**src/rtl/b06_cmp_count.sv**
```systemverilog
// Datapath companion to the b06 interrupt controller: source compare (eql), terminal-count
// counter FSM (count/cont_eql) and a saturating counter of ackout rising edges.
module b06_cmp_count #(
    parameter int unsigned DATA_W       = 8,
    parameter int unsigned CNT_W        = 4,
    parameter int unsigned TERM_DEFAULT = 4
) (
    input  logic              clock,
    input  logic              reset,
    input  logic [1:0]        cc_mux,
    input  logic              enable_count,
    input  logic              ackout,
    input  logic [DATA_W-1:0] data_a,
    input  logic [DATA_W-1:0] data_b,
    input  logic [DATA_W-1:0] data_c,
    input  logic              ref_load,
    input  logic [DATA_W-1:0] ref_in,
    input  logic              term_load,
    input  logic [CNT_W-1:0]  term_in,
    output logic              eql,
    output logic              cont_eql,
    output logic [CNT_W-1:0]  count,
    output logic [3:0]        ack_cnt
);

    typedef enum logic [1:0] {
        StIdle    = 2'b00,
        StCount   = 2'b01,
        StHit     = 2'b10,
        StIllegal = 2'b11
    } state_e;

    localparam logic [CNT_W-1:0] TermRst = CNT_W'(TERM_DEFAULT);
    localparam logic [CNT_W:0]   OneExt  = (CNT_W+1)'(1);

    state_e              r_state, w_state_next;
    logic [CNT_W-1:0]    r_count, w_count_next;
    logic                r_cont_eql, w_cont_eql_next;
    logic [DATA_W-1:0]   r_ref;
    logic [CNT_W-1:0]    r_term;
    logic                r_eql;
    logic                r_ack_q;
    logic [3:0]          r_ack_cnt;

    logic [DATA_W-1:0]   w_sel;
    logic                w_eql_next;
    logic [CNT_W:0]      w_cnt_ext, w_cnt_inc, w_term_eff;

    // Arithmetic one bit wider than the counter so count+1 can never wrap.
    assign w_cnt_ext  = {1'b0, r_count};
    assign w_cnt_inc  = w_cnt_ext + OneExt;
    assign w_term_eff = (r_term == '0) ? OneExt : {1'b0, r_term};

    always_comb begin
        w_sel = '0;
        case (cc_mux)
            2'b01:   w_sel = data_a;
            2'b10:   w_sel = data_b;
            2'b11:   w_sel = data_c;
            default: w_sel = '0;
        endcase
        w_eql_next = (cc_mux != 2'b00) && (w_sel == r_ref);
    end

    always_comb begin
        w_state_next    = r_state;
        w_count_next    = r_count;
        w_cont_eql_next = r_cont_eql;
        case (r_state)
            StIdle: begin
                w_count_next    = '0;
                w_cont_eql_next = 1'b0;
                if (enable_count) begin
                    w_count_next = CNT_W'(1);
                    if (w_term_eff == OneExt) begin
                        w_state_next    = StHit;
                        w_cont_eql_next = 1'b1;
                    end else begin
                        w_state_next = StCount;
                    end
                end
            end
            StCount: begin
                if (!enable_count) begin
                    w_state_next    = StIdle;
                    w_count_next    = '0;
                    w_cont_eql_next = 1'b0;
                end else if (w_cnt_ext >= w_term_eff) begin
                    // Terminal lowered below the running count: stop where we are.
                    w_state_next    = StHit;
                    w_cont_eql_next = 1'b1;
                end else if (w_cnt_inc == w_term_eff) begin
                    w_state_next    = StHit;
                    w_count_next    = w_cnt_inc[CNT_W-1:0];
                    w_cont_eql_next = 1'b1;
                end else begin
                    w_count_next = w_cnt_inc[CNT_W-1:0];
                end
            end
            StHit: begin
                w_cont_eql_next = 1'b1;
                if (!enable_count) begin
                    w_state_next    = StIdle;
                    w_count_next    = '0;
                    w_cont_eql_next = 1'b0;
                end
            end
            default: begin
                w_state_next    = StIdle;
                w_count_next    = '0;
                w_cont_eql_next = 1'b0;
            end
        endcase
    end

    always_ff @(posedge clock) begin
        if (reset) begin
            r_state    <= StIdle;
            r_count    <= '0;
            r_cont_eql <= 1'b0;
            r_ref      <= '0;
            r_term     <= TermRst;
            r_eql      <= 1'b0;
            r_ack_q    <= 1'b0;
            r_ack_cnt  <= '0;
        end else begin
            r_state    <= w_state_next;
            r_count    <= w_count_next;
            r_cont_eql <= w_cont_eql_next;
            r_eql      <= w_eql_next;
            if (ref_load) begin
                r_ref <= ref_in;
            end
            if (term_load) begin
                r_term <= term_in;
            end
            r_ack_q <= ackout;
            if (ackout && !r_ack_q && (r_ack_cnt != 4'hF)) begin
                r_ack_cnt <= r_ack_cnt + 4'd1;
            end
        end
    end

    assign eql      = r_eql;
    assign cont_eql = r_cont_eql;
    assign count    = r_count;
    assign ack_cnt  = r_ack_cnt;

endmodule

```
**config.mk**
```make
export PLATFORM = sky130hd
export DESIGN_NAME = b06_cmp_count
export DESIGN_NICKNAME = d
export VERILOG_FILES = /design/src/rtl/b06_cmp_count.sv
export SDC_FILE = /design/constraint.sdc
export NUM_CORES = 1
export LEC_CHECK = 0
export BUFFER_PORTS_ARGS = -buffer_cell sky130_fd_sc_hd__buf_2
export CORE_MARGIN = 5
export CORE_UTILIZATION = 55
export CTS_BUF_LIST = sky130_fd_sc_hd__clkbuf_8
export CTS_CLUSTER_DIAMETER = 50
export CTS_CLUSTER_SIZE = 28
export DETAILED_ROUTE_END_ITERATION = 12
export PLACE_DENSITY = 0.95
export RECOVER_POWER = 100
export SLEW_MARGIN = 20
export SYNTH_ARGS = -nofsm -noshare
export SYNTH_HDL_FRONTEND = slang
export SYNTH_SLANG_ARGS = --single-unit
```
**constraint.sdc**
```tcl
create_clock -name clock -period 5.7 [get_ports clock]
set_clock_uncertainty 0.05 [all_clocks]
set_input_delay 0.285 -clock clock [delete_from_list [all_inputs] [get_ports clock]]
set_output_delay 0.285 -clock clock [all_outputs]
set_load 0.005 [all_outputs]
```
==> impl_metrics.yaml, run 1 <==
sta:
  max_freq_ghz: 0.380
  hold_viol_final: 0
  rsz0062_at_grt: "no"
  max_slew_margin: 0.412
  final.period_utilization: 0.462
  final-max-slew-violation-count: 0
  worst_slack_ps: 3070
  worst_pin_slew_ps: 882
  min_period_ps: 2630
  holdWs_ps: 185
  finalSetupTns_ps: 0
  setup_viol: 0
yosys:
  synth_compound_area_frac: 0.138
  synth_cell_types: 43
  synth-xor-area-share: 0.0971
  synthSimpleGateAreaFrac: 0.153
  synth_top_family_by_area: "multiplexers"
  ys_warn_count: 0
  synth.area.mux_share: 0.162
  syn_avg_cell_area_um2: 9.52
  syn_area_um2: 1530
  ys_seq_elements: 25
  synthAdderAreaFrac: 0.0816
  netlist_top_cells_area: "dfxtp_1, mux2i_1, ha_1, nor2_1, xor2_1"
  synth_edf_count: 0
  ys_async_sr_fraction: 0
  syn_inst: 161
  synth_ff_type: "dfxtp_1"
  synth_top_area_frac: 0.327
  ys_seq_area_frac: 0.327
  yosys.area.top_type: "dfxtp_1"
  syn_nets: 215
cells_and_area:
  final_common_cell: "buf_2"
  regArea_um2: 500
  drive_gt1_frac: 0.278
  stdcell_count: 243
  num_antenna_cells: 0
  nNetsFinal: 267
  final_cell_mix: "buf_2, dfxtp_1, nor2_1"
  multiInputGateArea_um2: 950
  final_cell_area_um2: 1820
  synthToLayoutAreaGrowth_pct: 18.9
  post-route-util: 0.672
  n_fill_cell: 217
drt:
  met2WireLength_um: 1760
  top_layer: "met4"
  ant_nets: 0
  post-route-drc-count: 0
  wl_met3_um: 286
  first_iter_violations: 38
  via_per_inst: 5.58
  postRouteWirelength_um: 3460
  wl_met1_um: 1320
  vias: 1357
  dr.pass1.iters: 4
  avgRoutedWirePerCell_um: 14.2
critical_path:
  worst-path-max-fanout: 5
  critical_path_arrival_ps: 2750
  worstRegToRegCells: 8
  start_kind: "register"
  reg2reg_to: "count[2]$_SDFFE_PP0P_"
  cp-startpoint: "r_term[1]$_SDFFE_PP0P_"
  crit_end: "count[2]$_SDFFE_PP0P_"
  crit_buf_inv: 0
  crit_family: "compound AO/OA/AOI/OAI gates"
  slowest_stage: "a2111o_1"
  path_class: "reg -> reg"
  critical_path_required_ps: 5820
  crit_cells: 8
  r2r-start: "r_term[1]$_SDFFE_PP0P_"
  worst_path_largest_cell_delay_ps: 430
  crit_chain: "nor3_1 -> or2_1 -> ha_1 -> nand2b_1 -> a2111o_1 -> a31oi_1 -> a21oi_1 -> a22o_1"
  r2r_setup_slack_ps: 3070
  end_kind: "register"
cts:
  cts_tree: "done"
  cts.sinks: 25
  numCtsBuffers: 3
  clkTransAtPathRegs_ps: 80
  cts_setup_buffers: 0
  postCtsHoldBufs: 0
  root_buffer: "clkbuf_8"
  cts_buffer_depth: 2
  cts-resized-gates: 0
  htreeDepth: 1
  clock_latency_ps: 270
floorplanning:
  start_util: 0.566
  num_io_pins: 54
  die_h_um: 62.8
  core.rowCount: 19
  coreArea_um2: 2710
  die_w_um: 62.8
  dieArea_um2: 3940
placement:
  placed_cell_area_um2: 1800
  dp.cells: 239
  dp_slack_ps: 3270
  gp_congestion: 0.886
  dp_hpwl_um: 2790
  io_buffers: 53
pwr:
  combPwrFrac: 0.335
  p_per_area_nw_per_um2: 256
  peakVddDrop_mv: 0.255
  p_int_mw: 0.314
  leakage_nw: 0.891
  switching_share: 0.326
  finalPower_mw: 0.466
  p_clk_frac: 0.216
  power.switching_mw: 0.152
  pwr-share-seq: 0.449
job:
  drv_cap: 0
grt:
  grt_max_degree: 21
  overflow: 0
  grtUsageTotal: 0.176
  grt_pass1_vias: 1370
  antenna_found_initial: 0
  grt_pass1_wl_um: 5780
hold_path:
  hold_class: "in -> reg"
run_status:
  status: "completed"
## cell families after synthesis
logic type      after synthesis
flops                        25
mux                          23
buf+inv                      14
xor+xnor                     17
simple gates                 46
compound gates               26
fa+ha+maj                    10
## sequential cells by signal, indices dropped and copies added (netlist names)
| signal | flops |
|---|---|
| ack_cnt | 4 |
| cont_eql | 1 |
| count | 4 |
| eql | 1 |
| r_ack_q | 1 |
| r_ref | 8 |
| r_state | 2 |
| r_term | 4 |
## routing by layer
| layer | vias up | global-route usage |
|---|---|---|
| met1 | 629 | 0.182 |
| met3 | 9 | 0.0468 |
| met2 | 56 | 0.320 |
| met5 | - | 0 |
| li1 | 663 | - |
| met4 | 0 | 0.0902 |
## worst min-delay path: stages
cell and delay [ps]:
buf_2 70, nand2_1 40, o211ai_1 70
## cell usage after synthesis (2+ instances only)
master / n
clkbuf_1: 4
ha_1: 10
dfxtp_1: 25
a22o_1: 2
inv_1: 7
nor2_1: 21
xor2_1: 9
mux2_1: 2
mux2i_1: 17
nand2b_1: 3
nand3_1: 2
xnor2_1: 8
nand2_1: 8
a22oi_1: 5
nand4_1: 3
nand3b_1: 2
mux2_4: 3
a21oi_1: 5
## worst min-delay path by stage
stage,start,endpoint,slack [ps],cells after the start
finish,term_in[2],r_term[2]$_SDFFE_PP1P_,190,3
global route,term_in[2],r_term[2]$_SDFFE_PP1P_,180,3
CTS,term_in[2],r_term[2]$_SDFFE_PP1P_,180,3
detailed placement,cont_eql$_SDFFE_PP0P_,cont_eql$_SDFFE_PP0P_,450,1
global placement,r_term[0]$_SDFFE_PP0P_,r_term[0]$_SDFFE_PP0P_,430,2
floorplan,ackout,r_ack_q$_SDFF_PP0_,350,2
## cell type report
class / instances / area share
Clock inverter: 1 / 0.00206
Multi-Input combinational cell: 122 / 0.521
Sequential cell: 25 / 0.275
Tap cell: 31 / 0.0213
Timing Repair Buffer: 53 / 0.141
Inverter: 8 / 0.0165
Clock buffer: 3 / 0.0227
## power groups by stage
stage | clock, mW | combinational (mW) | sequential (mW)
finish | 0.100 | 0.156 | 0.209
global route | 0.109 | 0.175 | 0.211
CTS | 0.104 | 0.166 | 0.209
detailed placement | 0 | 0.165 | 0.213
global placement | 0 | 0.157 | 0.212
floorplan | 0 | 0.120 | 0.209
Power figures use the tool's default switching activity.
==> inputs of run 2 (changes only) <==
--- a/config.mk
+++ b/config.mk
@@ -5,14 +5,15 @@
 export SDC_FILE = /design/constraint.sdc
 export NUM_CORES = 1
 export LEC_CHECK = 0
+export ABC_AREA = 1
 export BUFFER_PORTS_ARGS = -buffer_cell sky130_fd_sc_hd__buf_2
 export CORE_MARGIN = 5
-export CORE_UTILIZATION = 55
+export CORE_UTILIZATION = 47
 export CTS_BUF_LIST = sky130_fd_sc_hd__clkbuf_8
 export CTS_CLUSTER_DIAMETER = 50
 export CTS_CLUSTER_SIZE = 28
 export DETAILED_ROUTE_END_ITERATION = 12
-export PLACE_DENSITY = 0.95
+export PLACE_DENSITY = 0.9
 export RECOVER_POWER = 100
 export SLEW_MARGIN = 20
 export SYNTH_ARGS = -nofsm -noshare
==> constraint.sdc (replaced) <==
create_clock -name clock -period 2.2 [get_ports clock]
set_clock_uncertainty 0.05 [all_clocks]
set_input_delay 0.11 -clock clock [delete_from_list [all_inputs] [get_ports clock]]
set_output_delay 0.11 -clock clock [all_outputs]
set_load 0.005 [all_outputs]
==> run 2 against run 1 <==
Utilization shrank 8.8 points; sequential power grew to 2.6 times the previous value; combinational power grew to 2.7 times the previous value; non-clock buffer count grew 1; critical endpoint is now r_state[1]$_SDFFE_PP0P_; wire length grew 6.0%; design area grew 5.3%; worst setup slack lost 2700 ps; clock power grew to 2.9 times the previous value; clock-buffer cell count is the same; largest cell class unchanged; sequential cell count is the same; critical path depth grew 1.
==> impl_metrics.yaml, run 2 <==
cells_and_area:
  n_fill_cell: 342
  nNetsFinal: 348
  top_register: "r_ref"
  post-route-util: 0.584
  regArea_um2: 500
  final_cell_mix: "nand2_1, buf_2, inv_1"
  num_antenna_cells: 0
  stdcell_count: 339
  largest_reg_flops: 8
  final_common_cell: "nand2_1"
  drive_gt1_frac: 0.205
  multiInputGateArea_um2: 917
  final_cell_area_um2: 1920
  synthToLayoutAreaGrowth_pct: 21.6
placement:
  placed_cell_area_um2: 1890
  dp_hpwl_um: 2950
  gp_congestion: 0.882
  dp.cells: 335
  io_buffers: 53
cts:
  cts.sinks: 25
  cts_buffer_depth: 2
  cts_setup_buffers: 0
  cts-resized-gates: 0
  clock_latency_ps: 270
  root_buffer: "clkbuf_8"
  htreeDepth: 1
  numCtsBuffers: 3
  postCtsHoldBufs: 0
  cts_tree: "done"
  clkTransAtPathRegs_ps: 90
floorplanning:
  coreArea_um2: 3280
  core.rowCount: 21
  die_w_um: 67.9
  dieArea_um2: 4620
  die_h_um: 67.9
  start_util: 0.480
  num_io_pins: 54
yosys:
  synth.area.mux_share: 0
  ys_seq_elements: 25
  synth-xor-area-share: 0.0167
  synthAdderAreaFrac: 0.0793
  synth_top_cells_by_count: "nand2_1, inv_1, dfxtp_1"
  netlist_top_cells_area: "dfxtp_1, nand2_1, ha_1, inv_1, a21oi_1"
  post-synth-top-count-cell: "nand2_1"
  synth_top_area_frac: 0.317
  synth_cell_types: 29
  syn_inst: 239
  synth_top_family_by_area: "simple AND/OR/NAND/NOR gates"
  syn_area_um2: 1580
  yosys.area.top_type: "dfxtp_1"
  synth_ff_type: "dfxtp_1"
  ys_async_sr_fraction: 0
  syn_nets: 293
  ys_warn_count: 0
  ys_seq_area_frac: 0.317
  synthSimpleGateAreaFrac: 0.332
  syn_avg_cell_area_um2: 6.60
  synth_compound_area_frac: 0.156
  synth_edf_count: 0
drt:
  ant_nets: 0
  post-route-drc-count: 0
  via_per_inst: 4.87
  first_iter_violations: 128
  dr.pass1.iters: 4
  avgRoutedWirePerCell_um: 10.8
  postRouteWirelength_um: 3670
  vias: 1651
sta:
  final-max-slew-violation-count: 0
  final.period_utilization: 0.842
  hold_viol_final: 0
  finalSetupTns_ps: 0
  worst_pin_slew_ps: 535
  max_freq_ghz: 0.540
  min_period_ps: 1850
  rsz0062_at_grt: "no"
  setup_viol: 0
  max_slew_margin: 0.643
grt:
  overflow: 0
  grtUsageTotal: 0.166
  grt_pass1_vias: 1506
  grt_max_degree: 17
  antenna_found_initial: 0
  grt_pass1_wl_um: 6120
hold_path:
  hold_class: "in -> reg"
job:
  drv_cap: 0
critical_path:
  end_kind: "register"
  start_kind: "register"
  critical_path_arrival_ps: 1970
  path_class: "reg -> reg"
  critical_path_required_ps: 2320
  worst-path-max-fanout: 7
pwr:
  peakVddDrop_mv: 0.463
  finalPower_mw: 1.26
  leakage_nw: 0.977
  p_per_area_nw_per_um2: 656
run_status:
  status: "completed"
[run 2: final timing paths]
kind                                                 to  cells after the start              startpoint  slack, ps
worst max register to register  r_state[1]$_SDFFE_PP0P_                      9   count[1]$_SDFFE_PP0P_        350
worst max-delay path            r_state[1]$_SDFFE_PP0P_                      9   count[1]$_SDFFE_PP0P_        350
worst min register to register   r_term[0]$_SDFFE_PP0P_                      2  r_term[0]$_SDFFE_PP0P_        440
worst min-delay path             r_term[2]$_SDFFE_PP1P_                      3              term_in[2]          1
[run 2: layout make-up]
type | count | area share
sequential | 25 | 0.261
timing repair buffer | 54 | 0.135
multi-input combinational | 175 | 0.478
inverter | 35 | 0.0698
tap | 46 | 0.0300
clock buffer | 3 | 0.0215
clock inverter | 1 | 0.00457
[run 2: stage by stage]
stage | hold WS, ps | worst slack [ps]
final | 1.26 | 349
after global routing | 8.47 | 120
after CTS | 0.464 | 407
after detailed placement | 285 | 421
after global placement | 280 | 485
after floorplan | 167 | 595
[run 2: critical path, stage by stage (launching register included)]
cell and delay [ps]:
dfxtp_1 490, ha_1 300, inv_1 60, nor2_1 30, o21ai_0 130, nand2_1 100, nor2_1 140, nand3_1 200
a21oi_1 180, nor2_1 60
[run 2: metal layers]
metal	vias to the layer above	GRT usage	routed length [um]
met5	-	0	0
met4	0	0.0298	16
met3	2	0.0460	187
met2	35	0.304	1910
met1	731	0.192	1560
li1	883	-	-
[run 2: cells by family after synthesis]
family / after synthesis
buffers and inverters: 39
flip-flops: 25
AO/OA/AOI/OAI: 47
AND/OR/NAND/NOR: 115
XOR/XNOR: 3
adder cells (fa/ha/maj): 10
[run 2: where the power goes]
group          internal (mW)  switching [mW]
clock                  0.133           0.161
sequential             0.503          0.0460
combinational          0.171           0.244
